<file path="config.mk">
export PLATFORM = sky130hd
export DESIGN_NAME = step4_normalize
export DESIGN_NICKNAME = d
export VERILOG_FILES = /design/src/rtl/step4_normalize.sv
export SDC_FILE = /design/constraint.sdc
export NUM_CORES = 1
export LEC_CHECK = 0
export CAP_MARGIN = 20
export CORE_MARGIN = 2
export CORE_UTILIZATION = 54
export DETAILED_ROUTE_END_ITERATION = 6
export GPL_TIMING_DRIVEN = 0
export PLACE_DENSITY = 0.8
export SLEW_MARGIN = 10
export SYNTH_ARGS = -nofsm -noshare
export SYNTH_HDL_FRONTEND = slang
export SYNTH_SLANG_ARGS = --single-unit
</file>
<file path="constraint.sdc">
create_clock -name clock -period 4.15 [get_ports clock]
set_clock_uncertainty 0.05 [all_clocks]
set_input_delay 0.83 -clock clock [delete_from_list [all_inputs] [get_ports clock]]
set_output_delay 0.83 -clock clock [all_outputs]
set_load 0.02 [all_outputs]
</file>
<file path="src/rtl/step4_normalize.sv">
// Multi-cycle normalizer and round-to-nearest-even stage for the MAC product tuple.
// Takes the step-3 product, normalizes the significand one bit per cycle, then rounds to a 1+8+10 result.
module step4_normalize #(
    parameter int unsigned EX_W   = 8,
    parameter int unsigned SIG_W  = 22,
    parameter int unsigned FRAC_W = 10
) (
    input  logic              clock,
    input  logic              reset,
    input  logic              in_valid,
    output logic              in_ready,
    input  logic              in_out_sign,
    input  logic [EX_W-1:0]   in_ex_add_out,
    input  logic [SIG_W-1:0]  in_sig_mul_out,
    output logic              out_valid,
    input  logic              out_ready,
    output logic              out_sign,
    output logic [EX_W-1:0]   out_ex,
    output logic [FRAC_W-1:0] out_frac,
    output logic              out_ovf,
    output logic              out_unf,
    output logic              out_zero
);

    localparam int unsigned XW    = EX_W + 2;
    localparam int unsigned G_BIT = SIG_W - 3 - FRAC_W;

    localparam logic signed [XW-1:0] EXP_INF  = {2'b00, {EX_W{1'b1}}};
    localparam logic signed [XW-1:0] EXP_ZERO = '0;
    localparam logic signed [XW-1:0] EXP_ONE  = {{(XW-1){1'b0}}, 1'b1};

    typedef enum logic [1:0] {StIdle, StNorm, StRound, StHold} state_t;

    state_t                r_state;
    logic [SIG_W-1:0]      r_sig;
    logic signed [XW-1:0]  r_exp;
    logic                  r_sign;
    logic                  r_sticky;
    logic                  r_zero;

    logic                  r_out_valid;
    logic                  r_out_sign;
    logic [EX_W-1:0]       r_out_ex;
    logic [FRAC_W-1:0]     r_out_frac;
    logic                  r_out_ovf;
    logic                  r_out_unf;
    logic                  r_out_zero;

    logic [FRAC_W-1:0]     w_frac;
    logic                  w_guard;
    logic                  w_st;
    logic                  w_inc;
    logic [FRAC_W:0]       w_frac_sum;
    logic signed [XW-1:0]  w_exp_r;

    // Rounding datapath, valid whenever the significand sits in [1.0, 2.0).
    assign w_frac     = r_sig[SIG_W-3 -: FRAC_W];
    assign w_guard    = r_sig[G_BIT];
    assign w_st       = (|r_sig[G_BIT-1:0]) | r_sticky;
    assign w_inc      = w_guard & (w_st | w_frac[0]);
    assign w_frac_sum = {1'b0, w_frac} + {{FRAC_W{1'b0}}, w_inc};
    assign w_exp_r    = r_exp + {{(XW-1){1'b0}}, w_frac_sum[FRAC_W]};

    assign in_ready  = (r_state == StIdle);
    assign out_valid = r_out_valid;
    assign out_sign  = r_out_sign;
    assign out_ex    = r_out_ex;
    assign out_frac  = r_out_frac;
    assign out_ovf   = r_out_ovf;
    assign out_unf   = r_out_unf;
    assign out_zero  = r_out_zero;

    always_ff @(posedge clock) begin
        if (reset) begin
            r_state     <= StIdle;
            r_sig       <= '0;
            r_exp       <= '0;
            r_sign      <= 1'b0;
            r_sticky    <= 1'b0;
            r_zero      <= 1'b0;
            r_out_valid <= 1'b0;
            r_out_sign  <= 1'b0;
            r_out_ex    <= '0;
            r_out_frac  <= '0;
            r_out_ovf   <= 1'b0;
            r_out_unf   <= 1'b0;
            r_out_zero  <= 1'b0;
        end else begin
            case (r_state)
                StIdle: begin
                    if (in_valid) begin
                        r_sig    <= in_sig_mul_out;
                        r_exp    <= {2'b00, in_ex_add_out};
                        r_sign   <= in_out_sign;
                        r_sticky <= 1'b0;
                        r_zero   <= 1'b0;
                        r_state  <= StNorm;
                    end
                end
                StNorm: begin
                    if (r_sig == '0) begin
                        r_zero  <= 1'b1;
                        r_state <= StRound;
                    end else if (r_sig[SIG_W-1]) begin
                        r_sig    <= r_sig >> 1;
                        r_sticky <= r_sticky | r_sig[0];
                        r_exp    <= r_exp + EXP_ONE;
                        r_state  <= StRound;
                    end else if (r_sig[SIG_W-2]) begin
                        r_state <= StRound;
                    end else begin
                        r_sig <= r_sig << 1;
                        r_exp <= r_exp - EXP_ONE;
                    end
                end
                StRound: begin
                    r_out_sign  <= r_sign;
                    r_out_ovf   <= 1'b0;
                    r_out_unf   <= 1'b0;
                    r_out_zero  <= 1'b0;
                    r_out_valid <= 1'b1;
                    r_state     <= StHold;
                    if (r_zero) begin
                        r_out_ex   <= '0;
                        r_out_frac <= '0;
                        r_out_zero <= 1'b1;
                    end else if (w_exp_r >= EXP_INF) begin
                        r_out_ex   <= {EX_W{1'b1}};
                        r_out_frac <= '0;
                        r_out_ovf  <= 1'b1;
                    end else if (w_exp_r <= EXP_ZERO) begin
                        r_out_ex   <= '0;
                        r_out_frac <= '0;
                        r_out_unf  <= 1'b1;
                    end else begin
                        r_out_ex   <= w_exp_r[EX_W-1:0];
                        r_out_frac <= w_frac_sum[FRAC_W-1:0];
                    end
                end
                StHold: begin
                    if (out_ready) begin
                        r_out_valid <= 1'b0;
                        r_state     <= StIdle;
                    end
                end
                default: r_state <= StIdle;
            endcase
        end
    end

endmodule

</file>
== Yosys cells after proc, flatten, opt, wreduce, memory -nomap -nowiden ==
Index checks and enable logic that the tools add are counted.

* Register bits after elaboration: 60
* Bits of input ports: 35
* Output and inout port bits: 24
* Word-level logic and storage cells: 82

* Add/sub/neg operators: 4
* Order comparisons: 2
* Equality and inequality tests: 10
* Muxes and demuxes: 36
* Bitwise operators: 4
* Reductions and logical operators: 12

{| class="wikitable"
|+ Operator list
! operator !! number
|-
| $mux W10 || 7
|-
| $mux W22 || 2
|-
| $pmux W22 S2 || 1
|-
| $mux W21 || 2
|-
| $mux W8 || 3
|-
| $logic_not A22 Y1 || 1
|-
| $pmux W10 S2 || 1
|-
| $add A10 B1 Y11 || 1
|-
| $mux W1 || 11
|-
| $add A10 B1 Y10 || 1
|-
| $add A10 B2 Y10 const B || 1
|-
| $ge A10 B9 Y1 const B || 1
|-
| $le A10 B1 Y1 const B || 1
|-
| $mux W2 || 5
|-
| $ne A2 B2 Y1 const B || 5
|-
| $sub A10 B2 Y10 const B || 1
|-
| $reduce_and A3 Y1 || 3
|-
| $reduce_or A9 Y1 || 1
|-
| $pmux W2 S4 || 1
|-
| $reduce_and A4 Y1 || 2
|-
| $pmux W1 S2 || 3
|-
| $eq A2 B2 Y1 const B || 2
|-
| $ne A4 B4 Y1 const B || 1
|-
| $reduce_and A2 Y1 || 2
|-
| 6 further kinds || 9
|}

== Depth between registers and ports, before layout ==
Gate-level depths: netlist of the first run.

* Depth after elaboration: 10
* Mapped depth: 13
* Mapped depth without buffers: 13

== Worst setup path before layout of the first run ==
OpenSTA, ideal clock, no wires.

* Kind: flip-flop to flip-flop
* From: reg r_sig[10]
* To: reg r_out_frac[0] (netlist: out_frac[0])
* Setup time: 119 ps
* Arrival: 2846 ps
* Data required time: 3981 ps
* Slack: 1136 ps
* Cell stages (with the launch flop): 14
* Buffers on the path: 0
* Clock period less this slack: 3014 ps
* Cells stage by stage: dfxtp_1 and2_1 ha_1 nand3_1 nor2_1 and3_1 ha_1 ha_1 xor2_1 nand4_1 or3_4 o31ai_4 nand3b_4 o21ai_2

* Longest elaborated chain between the ends: 8
* Elaborated cells between the ends (all ways): 9
* Those cells by class: add/sub: 2; order compare: 2; mux: 3; bitwise: 2

{| class="wikitable"
|+ RTL lines
! element !! RTL line !! source
|-
| from (decl) || 35 || <nowiki>logic [SIG_W-1:0] r_sig;</nowiki>
|-
| from (signal assigned) || 92 || <nowiki>r_sig <= in_sig_mul_out;</nowiki>
|-
| from (signal assigned) || 105 || <nowiki>r_sig <= r_sig >> 1;</nowiki>
|-
| from (signal assigned) || 112 || <nowiki>r_sig <= r_sig << 1;</nowiki>
|-
| $or A1 B1 Y1 || 60 || <nowiki>assign w_inc = w_guard & (w_st | w_frac[0]);</nowiki>
|-
| $and A1 B1 Y1 || 60 ||
|-
| $add A10 B1 Y11 (*) || 61 || <nowiki>assign w_frac_sum = {1'b0, w_frac} + {{FRAC_W{1'b0}}, w_inc};</nowiki>
|-
| $add A10 B1 Y10 || 62 || <nowiki>assign w_exp_r = r_exp + {{(XW-1){1'b0}}, w_frac_sum[FRAC_W]};</nowiki>
|-
| $le A10 B1 Y1 || 131 || <nowiki>end else if (w_exp_r <= EXP_ZERO) begin</nowiki>
|-
| $mux W10 || 131 ||
|-
| $mux W10 (*) || 127 || <nowiki>end else if (w_exp_r >= EXP_INF) begin</nowiki>
|-
| $mux W10 (*) || 123 || <nowiki>if (r_zero) begin</nowiki>
|-
| to (signal assigned) || 137 || <nowiki>r_out_frac <= w_frac_sum[FRAC_W-1:0];</nowiki>
|-
| to (decl) || 44 || <nowiki>logic [FRAC_W-1:0] r_out_frac;</nowiki>
|}

Every way passes the cells marked *; elsewhere a longest branch is shown, timed or not.
A chain may end at the register's enable or synchronous reset.

== Final worst setup path of the first run ==
* From: reg r_sig[9]
* To: reg r_out_frac[7] (netlist: out_frac[7])

* Longest elaborated chain between the ends: 7
* Elaborated cells between the ends (all ways): 8
* Those cells by class: add/sub: 2; order compare: 2; mux: 3; bitwise: 1

{| class="wikitable"
|+ RTL lines
! element !! RTL line
|-
| $and A1 B1 Y1 (*) || 60
|-
| $add A10 B1 Y11 (*) || 61
|-
| $add A10 B1 Y10 || 62
|-
| $le A10 B1 Y1 || 131
|-
| $mux W10 || 131
|-
| $mux W10 (*) || 127
|-
| $mux W10 (*) || 123
|}

Marks and branches as above.

==> impl_metrics.toml, run 1 <==
[run_status]
status = "finished clean"

[cts]
hold_buffers = 0
cts-root-buf = "clkbuf_8"
numCtsBuffers = 9
ctsResizeCount = 0
cts_sinks = 60
post_cts_buffers = 0
cts.clk_slew.worst_paths_ps = 70
h-tree-depth = 3
clockBufferDepth = 2
cts_tree = "done"
worst_skew_pair.late_latency_ps = 340

[power]
comb_power_share = 0.570
clock_power_share = 0.156
power.leakage_nw = 1.71
vdd_ir_drop_max_uv = 365
seq_power_share = 0.274
powerDensity_nw_per_um2 = 735
p_sw_mw = 1.53
netSwitchingFraction = 0.457
cellInternalPower_mw = 1.82

[global_routing]
grt_start_max_net_pins = 14
grt_util_all_layers = 0.252
antenna_found_initial = 0
grt_pass1_wl_um = 15200
grt.overflow.total = 0
grt_pass1_vias = 3263

[layout]
syn_to_final_growth_pct = 23.3
drive_gt1_frac = 0.115
nNetsFinal = 577
final_common_cell = "nand2_1"
antennaDiodeCount = 0
n_fill_cell = 556
layout_common_cells = "nand2_1 (89), dfxtp_1 (60), clkdlybuf4s50_1 (57), nor2_1 (35), a21oi_1 (24)"

[routing]
drtPass1Iterations = 5
wire_per_inst_um = 15.3
ant_nets = 0
wl_um = 9320
drt_iter0_drc = 173
vias = 3631
avgViaCountPerCell = 5.94
drc = 0

[floorplanning]
core_sq_um = 6720
die_h_um = 86.7
start_util = 0.550
die_x_um = 86.7
io-pin-count = 59
die_area_sq_um = 7520
rows = 30

[synthesis]
synth_cells = 458
ys_top_cells_by_area = "dfxtp_1 (32%), nand2_1 (9.0%), ha_1 (5.1%)"
ys_ff_latch = 60
syn-num-nets = 509
synth_cell_types = 56
async_flop_share = 0
yosysTopAreaCellShare = 0.325
synth_flop_cell = "dfxtp_1"
synth_edf_count = 0
syn_area_per_cell_sq_um = 8.07
ys_seq_area_frac = 0.325
syn_area_sq_um = 3700
yosysTopAreaCell = "dfxtp_1"
yosysWarnings = 0

[worst_hold_path]
hold_depth = 2
hp-class = "reg -> reg"
whs_endpoint = "out_ex[2]"
min-delay-start = "out_ex[2]"

[timing]
tns_ps = 0
hold_viol_final = 0
final.period_utilization = 0.882
min_period_ps = 3660
rsz0062_at_grt = "no"
tightest_slew_ps = 646
setup_viol = 0
fin_hold_ws_ps = 397
max_freq_mhz = 273
relSlewSlack = 0.569
drv_slew = 0

[setup_path]
cp-start-kind = "register"
worst-path-buf-inv = 0
cp_slowest_cell = "xnor2_1"
cp_cell_sequence = "and2_1, ha_1, nand3_1, nor2_1, and3_1, ha_1, ha_1, and4_4, nand2_1, xnor2_1, o31ai_4, nand3b_4, o21ai_2"
critPathMaxFanout = 10
reg2reg_slack_ps = 490
end_kind = "register"
slowest_delay_ps = 510
r2r_cells = 13
critPathTopFamily = "simple AND/OR/NAND/NOR gates"
worstReg2RegStart = "r_sig[9]"
cpMostUsedCell = "ha_1"
worstReg2RegEnd = "out_frac[7]"
arrival_ps = 3880
worstPathRequired_ps = 4370
critPathKind = "reg -> reg"

[place]
gp_congestion = 0.883
dpl.hpwl_um = 6820
io_buffer_count = 57

[job]
drv_cap = 0
## power by group through the flow
| stage | Clock, mW | Combinational [mW] | Sequential (mW) |
|---|---|---|---|
| 2_1_floorplan | 0 | 1.43 | 0.908 |
| 3_3_place_gp | 0 | 1.84 | 0.916 |
| 3_5_place_dp | 0 | 1.88 | 0.922 |
| 4_1_cts | 0.522 | 1.90 | 0.911 |
| 5_1_grt | 0.543 | 2.11 | 0.937 |
| 6_report | 0.523 | 1.91 | 0.918 |
## cells by family (layout without fill, tap and decap cells)
family                     Yosys count  count (layout)  share of synthesized area
adders and majority gates           16              16                     0.0562
and+or+nand+nor                    190             190                      0.249
xor gates and xnor gates            23              23                     0.0545
muxes                                7               7                     0.0193
DFF                                 60              60                      0.325
buffers and inverters               39             112                     0.0548
AOI/OAI and AO/OA                  123             123                      0.241
## synthesized netlist by cell type (4+ instances only)
library cell	instances
inv_1	8
nand4_1	5
nor4_1	4
buf_2	9
o21ai_0	13
nor2_1	35
nor3_1	8
nor2b_1	7
clkbuf_1	12
nand2_1	89
and3_1	7
xnor2_1	13
dfxtp_1	60
a21oi_1	24
a22o_1	18
nand2b_1	7
ha_1	15
mux2i_1	6
a211oi_2	5
buf_6	4
xor2_1	10
a31oi_1	23
a211oi_1	7
buf_4	4
nand3_1	12
o21ai_2	10
## layout make-up
class / instances / area (sq um) / share of cell area
multi-input cells: 359 / 2290 / 0.503
plain buffers: 30 / 169 / 0.0371
flip-flops and latches: 60 / 1200 / 0.264
clock buffers: 9 / 124 / 0.0272
inverters: 9 / 33.8 / 0.00741
well taps: 80 / 100 / 0.0220
clock inverters: 7 / 67.6 / 0.0148
repair buffers: 57 / 571 / 0.125
## per-stage QoR
| step | worst slack [ps] | instances | power [mW] | instance area [sq um] | utilization |
|---|---|---|---|---|---|
| global route | 239 | 611 | 3.59 | 4560 | 0.678 |
| CTS | 543 | 611 | 3.33 | 4560 | 0.678 |
| global placement | 668 | 595 | 2.76 | 4370 | 0.650 |
| finish | 491 | 611 | 3.35 | 4560 | 0.678 |
| detailed placement | 577 | 595 | 2.80 | 4370 | 0.650 |
| floorplan | 1140 | 458 | 2.34 | 3700 | - |
## metal layers
layer | GRT usage | share of wire | vias up | wire, um
met1 | 0.345 | 0.47 | 1710 | 4400
li1 | - | - | 1779 | -
met4 | 0.0824 | 0.021 | 0 | 194
met3 | 0.0410 | 0.052 | 19 | 489
met2 | 0.406 | 0.45 | 123 | 4230
met5 | 0 | 0 | - | 0
## sequential cells by signal (all words and copies together), names as in the netlist
| register | cells |
|---|---|
| out_sign | 1 |
| out_ovf | 1 |
| out_valid | 1 |
| r_sig | 22 |
| r_zero | 1 |
| out_frac | 10 |
| r_sticky | 1 |
| r_state | 2 |
| out_ex | 8 |
| out_zero | 1 |
| r_exp | 10 |
| r_sign | 1 |
| out_unf | 1 |
## worst reg2reg max path: cells and delay by family, from the launching register on
| kind | cells | cell delay, ps |
|---|---|---|
| AO/OA/AOI/OAI | 2 | 390 |
| XOR/XNOR | 1 | 510 |
| adder cells (fa/ha/maj) | 3 | 690 |
| flip-flops | 1 | 460 |
| AND/OR/NAND/NOR | 7 | 1490 |
## worst max-delay path by stage
| stage | start | end | slack [ps] | depth (start not counted) |
|---|---|---|---|---|
| final | r_sig[9] | out_frac[7] | 490 | 13 |
| after global routing | r_sig[9] | out_frac[6] | 240 | 13 |
| after CTS | r_sig[9] | out_frac[9] | 540 | 13 |
| after detailed placement | r_sig[9] | out_frac[3] | 580 | 13 |
| after global placement | r_sig[9] | out_frac[3] | 670 | 13 |
| after floorplan | r_sig[10] | out_frac[0] | 1140 | 13 |
Power figures use the tool's default switching activity.
==> run 2, diff against run 1 <==
--- a/config.mk
+++ b/config.mk
@@ -7,10 +7,10 @@
 export LEC_CHECK = 0
 export CAP_MARGIN = 20
 export CORE_MARGIN = 2
-export CORE_UTILIZATION = 54
+export CORE_UTILIZATION = 30
+export CTS_BUF_LIST = sky130_fd_sc_hd__clkbuf_2
 export DETAILED_ROUTE_END_ITERATION = 6
 export GPL_TIMING_DRIVEN = 0
-export PLACE_DENSITY = 0.8
 export SLEW_MARGIN = 10
 export SYNTH_ARGS = -nofsm -noshare
 export SYNTH_HDL_FRONTEND = slang
==> constraint.sdc (replaced) <==
create_clock -name clock -period 4.15 [get_ports clock]
set_clock_uncertainty 0.05 [all_clocks]
set_input_delay 0.415 -clock clock [delete_from_list [all_inputs] [get_ports clock]]
set_output_delay 0.415 -clock clock [all_outputs]
set_load 0.02 [all_outputs]
==> run 2 against run 1 <==
Against the previous run: via count is 1.2% lower; combinational power barely moved; die area is 76% higher; fmax up 1.8%; first-iteration DRC count is 51% higher; sequential share of layout area up 0.21 points; design area shrank 0.80%; total power is 6.8% lower; non-clock buffer count did not move; count of clock-buffer cells in the layout is 1 higher; clock power fell by 46%; sequential power shrank 0.7%; critical path type unchanged.
==> impl_metrics.toml, run 2 (synthesis results as in run 1) <==
[power]
power.leakage_nw = 1.67
powerDensity_nw_per_um2 = 691
p_total_mw = 3.12
vdd_ir_drop_max_uv = 193

[job]
drv_cap = 0

[cts]
cts-root-buf = "clkbuf_2"
numCtsBuffers = 9
hold_buffers = 0
ctsResizeCount = 0
cts_tree = "done"
cts_sinks = 60
worst_skew_pair.late_latency_ps = 510
post_cts_buffers = 0
h-tree-depth = 3
clockBufferDepth = 2
cts.clk_slew.worst_paths_ps = 210

[routing]
vias = 3587
drc = 0
drt_iter0_drc = 261
avgViaCountPerCell = 5.30
wire_per_inst_um = 15.0
drtPass1Iterations = 5
ant_nets = 0
wl_um = 10200

[global_routing]
grt_pass1_vias = 3222
antenna_found_initial = 0
grt.overflow.total = 0
grt_util_all_layers = 0.158
grt_start_max_net_pins = 14
grt_pass1_wl_um = 16400

[layout]
stdcell_count = 677
syn_to_final_growth_pct = 22.3
nNetsFinal = 577
stdcell_area_sq_um = 4520
layout_common_cells = "nand2_1 (89), dfxtp_1 (60), clkdlybuf4s50_1 (57), nor2_1 (35), a21oi_1 (24)"
largest_reg_flops = 22
final_common_cell = "nand2_1"
fin_util = 0.376
n_fill_cell = 1242
top_register = "r_sig"
drive_gt1_frac = 0.110

[timing]
tightest_slew_ps = 703
min_period_ps = 3590
relSlewSlack = 0.530
setup_viol = 0
drv_slew = 0
hold_viol_final = 0
tns_ps = 0
final.period_utilization = 0.866
max_freq_mhz = 278
rsz0062_at_grt = "no"

[place]
io_buffer_count = 57
gp_congestion = 0.831
placement.cell_area_sq_um = 4450
dp_cells = 662
dpl.hpwl_um = 7640

[setup_path]
arrival_ps = 3960
critPathMaxFanout = 10
worstPathRequired_ps = 4520
cp-start-kind = "register"
end_kind = "register"
critPathKind = "reg -> reg"

[floorplanning]
io-pin-count = 59
die_x_um = 115
rows = 40
die_area_sq_um = 13200
core_sq_um = 12000
die_h_um = 115
start_util = 0.308

[run_status]
status = "finished clean"

[worst_hold_path]
hp-class = "in -> reg"
-- run 2: power by group --
part | internal [mW] | switching [mW] | total (mW)
logic | 0.800 | 1.13 | 1.93
clock network | 0.0701 | 0.215 | 0.285
registers | 0.741 | 0.171 | 0.912
-- run 2: critical path, stage by stage, from the launching register on --
cell	delay, ps
dfxtp_1	460
and2_1	230
ha_1	200
nand3_1	120
nor2_1	270
and3_1	240
ha_1	200
ha_1	260
and4_4	270
nand2_1	70
xnor2_1	500
o31ai_4	180
nand3b_4	310
o21ai_2	190
-- run 2: per-layer routing --
layer | wire (um) | up-vias | GRT usage | share of wire
li1 | - | 1787 | - | -
met2 | 4630 | 101 | 0.243 | 0.46
met4 | 137 | 0 | 0.0578 | 0.013
met5 | 0 | - | 0 | 0
met1 | 4870 | 1690 | 0.224 | 0.48
met3 | 522 | 9 | 0.0253 | 0.051
-- run 2: path summary, 6_finish.rpt --
kind / slack, ps / start / cells past startpoint / to
setup reg to reg: 560 / r_sig[9] / 13 / out_frac[0]
hold / removal: 390 / reset / 3 / r_exp[8]
setup / recovery: 560 / r_sig[9] / 13 / out_frac[0]
hold reg to reg: 410 / out_ex[2] / 2 / out_ex[2]
-- run 2: layout make-up --
| class | instances | area, sq um | share of cell area |
|---|---|---|---|
| Tap cell | 147 | 184 | 0.0407 |
| Sequential cell | 60 | 1200 | 0.266 |
| Clock inverter | 4 | 18.8 | 0.00415 |
| Multi-Input combinational cell | 359 | 2290 | 0.507 |
| Inverter | 9 | 33.8 | 0.00747 |
| Clock buffer | 10 | 50.0 | 0.0111 |
| Timing Repair Buffer | 57 | 571 | 0.126 |
| Buffer | 30 | 169 | 0.0374 |
| Antenna cell | 1 | 2.50 | 0.000553 |
-- run 2: metrics by stage --
step,setup WS (ps),hold WS (ps)
6_report,556,386
5_1_grt,171,368
4_1_cts,489,369
3_5_place_dp,537,394
3_3_place_gp,656,391
2_1_floorplan,1140,386
==> run 3, diff against run 2 <==
--- a/config.mk
+++ b/config.mk
@@ -11,6 +11,7 @@
 export CTS_BUF_LIST = sky130_fd_sc_hd__clkbuf_2
 export DETAILED_ROUTE_END_ITERATION = 6
 export GPL_TIMING_DRIVEN = 0
+export REMOVE_ABC_BUFFERS = 1
 export SLEW_MARGIN = 10
 export SYNTH_ARGS = -nofsm -noshare
 export SYNTH_HDL_FRONTEND = slang
==> constraint.sdc (replaced) <==
create_clock -name clock -period 3.6 [get_ports clock]
set_clock_uncertainty 0.05 [all_clocks]
set_input_delay 0.36 -clock clock [delete_from_list [all_inputs] [get_ports clock]]
set_output_delay 0.36 -clock clock [all_outputs]
set_load 0.02 [all_outputs]
==> run 3 against run 2 <==
Against the previous run: via count shrank 5.3%; sequential share of layout area grew 0.30 points; core utilization shrank 0.34 points; count of clock-buffer cells in the layout shrank 1; critical path depth shrank 1; fmax grew 5.8%; critical path type unchanged; global-route usage shrank 1.6 points; sequential power grew 26%; highest routed layer unchanged; register-to-register slack lost 350 ps; total power grew 15%; hold slack lost 100 ps; non-clock buffer count shrank 27.
==> impl_metrics.toml, run 3 (synthesis results as in run 1) <==
[floorplanning]
die_h_um = 115
die_x_um = 115
core_sq_um = 12000
io-pin-count = 59
start_util = 0.308
die_area_sq_um = 13200
rows = 40

[power]
power.leakage_nw = 1.62
clock_power_share = 0.133
powerDensity_nw_per_um2 = 799
comb_power_share = 0.546
p_sw_mw = 1.69
netSwitchingFraction = 0.471
cellInternalPower_mw = 1.89
vdd_ir_drop_max_uv = 279
seq_power_share = 0.321

[layout]
top_register = "r_sig"
fin_util = 0.373
stdcell_count = 652
layout_common_cells = "nand2_1 (89), dfxtp_1 (58), clkdlybuf4s50_1 (57), nor2_1 (34), a21oi_1 (24)"
n_fill_cell = 1241
nNetsFinal = 551
multiInputGateArea_sq_um = 2320
drive_gt1_frac = 0.0972
ff_latch_area_sq_um = 1200
largest_reg_flops = 22
syn_to_final_growth_pct = 21.2
final_common_cell = "nand2_1"

[routing]
avgViaCountPerCell = 5.21
drt_iter0_drc = 188
wl_um = 9390
wire_per_inst_um = 14.4
ant_nets = 0
drc = 0
dr_wl_met2_um = 4330
route.met3.wl_um = 403
wl_met1_um = 4460
top_layer_used = "met4"
drtPass1Iterations = 4
vias = 3396

[setup_path]
cp-start-kind = "register"
slowest_delay_ps = 600
r2r_cells = 12
worstReg2RegStart = "r_sig[10]"
cp_cell_sequence = "and2_1, ha_1, nand3_1, nor2_2, and3_1, ha_1, and3_1, and2_4, a31oi_1, nor4_2, nand3b_4, o21ai_2"
worstPathRequired_ps = 3950
critPathMaxFanout = 6
cp_slowest_cell = "nor4_2"
worstReg2RegEnd = "out_frac[5]"
arrival_ps = 3750
end_kind = "register"
reg2reg_slack_ps = 200
critPathKind = "reg -> reg"

[worst_hold_path]
hp-class = "in -> reg"
hold_depth = 2
min-delay-start = "reset"
whs_endpoint = "out_ex[4]"

[timing]
final.period_utilization = 0.944
setup_ws_ps = 202
hold_viol_final = 0
relSlewSlack = 0.336
setup_viol = 0
drv_slew = 0
tns_ps = 0
min_period_ps = 3400
tightest_slew_ps = 988
max_freq_mhz = 294

[job]
drv_cap = 0

[global_routing]
grt_util_all_layers = 0.142
antenna_found_initial = 1
grt_pass1_vias = 3181
grt_start_max_net_pins = 34
grt_pass1_wl_um = 15300
grt.overflow.total = 0

[cts]
cts.clk_slew.worst_paths_ps = 200
cts_tree = "done"
worst_skew_pair.late_latency_ps = 480
hold_buffers = 0
cts-root-buf = "clkbuf_2"
cts_sinks = 60
h-tree-depth = 3
numCtsBuffers = 9
clockBufferDepth = 2

[place]
dp_worst_setup_slack_ps = 95.8
io_buffer_count = 58
gp_congestion = 0.816
dp_cells = 635
dpl.hpwl_um = 6630

[run_status]
status = "finished clean"
run 3: cell count changes in the layout (fill, tap and decap cells not counted), moves of 2 or more:
cell | previous run | this run
clkinv_2 | 3 | 0
buf_6 | 4 | 1
buf_4 | 4 | 0
clkinv_1 | 1 | 3
buf_2 | 9 | 1
bufinv_16 | 0 | 2
dfxtp_2 | 0 | 2
dfxtp_1 | 60 | 58
clkbuf_1 | 12 | 0
run 3: repair_timing:
| item | 4_1_cts | 5_1_grt |
|---|---|---|
| setup endpoints to repair | 0 | 15 |
| endpoints found under the hold margin | 0 | 0 |
| buffers inserted | 0 | 0 |
| resized for setup | 0 | 6 |
run 3: final cells by class:
type	instances	share of cell area
diodes	1	0.000559
clock buffers	9	0.0101
clock inverters	6	0.0179
inverters	9	0.00754
multi-input cells	360	0.519
flip-flops and latches	60	0.269
well taps	147	0.0410
repair buffers	60	0.135
run 3: worst max-delay path by stage:
stage,depth (start not counted),end,start
global route,12,out_frac[9],r_sig[9]
finish,12,out_frac[5],r_sig[10]
floorplan,13,out_frac[0],r_sig[10]
CTS,13,out_frac[9],r_sig[10]
detailed placement,13,out_frac[5],r_sig[10]
global placement,13,out_frac[3],r_sig[9]
run 3: routing by layer:
metal	up-vias	global-route usage
met3	11	0.0253
met1	1566	0.191
met2	90	0.226
met5	-	0
met4	0	0.0570
li1	1729	-
run 3: per-stage QoR:
stage,area (sq um),hold slack [ps],power [mW]
final,4480,285,3.58
after floorplan,3530,375,2.55
after CTS,4440,244,3.57
after global placement,4290,386,3.04
after global routing,4480,269,3.89
after detailed placement,4320,385,3.08
run 3: power groups by stage:
stage / Clock (mW) / Combinational (mW) / Sequential, mW
global route: 0.519 / 2.19 / 1.18
CTS: 0.490 / 1.94 / 1.14
floorplan: 0 / 1.44 / 1.11
detailed placement: 0 / 1.92 / 1.16
global placement: 0 / 1.89 / 1.15
finish: 0.474 / 1.96 / 1.15
run 3: worst max-delay path: cells and delay by family, from the launching register on:
family          cells  cell delay (ps)
simple gates        8             2130
fa+ha+maj           2              420
flops               1              420
compound gates      2              310
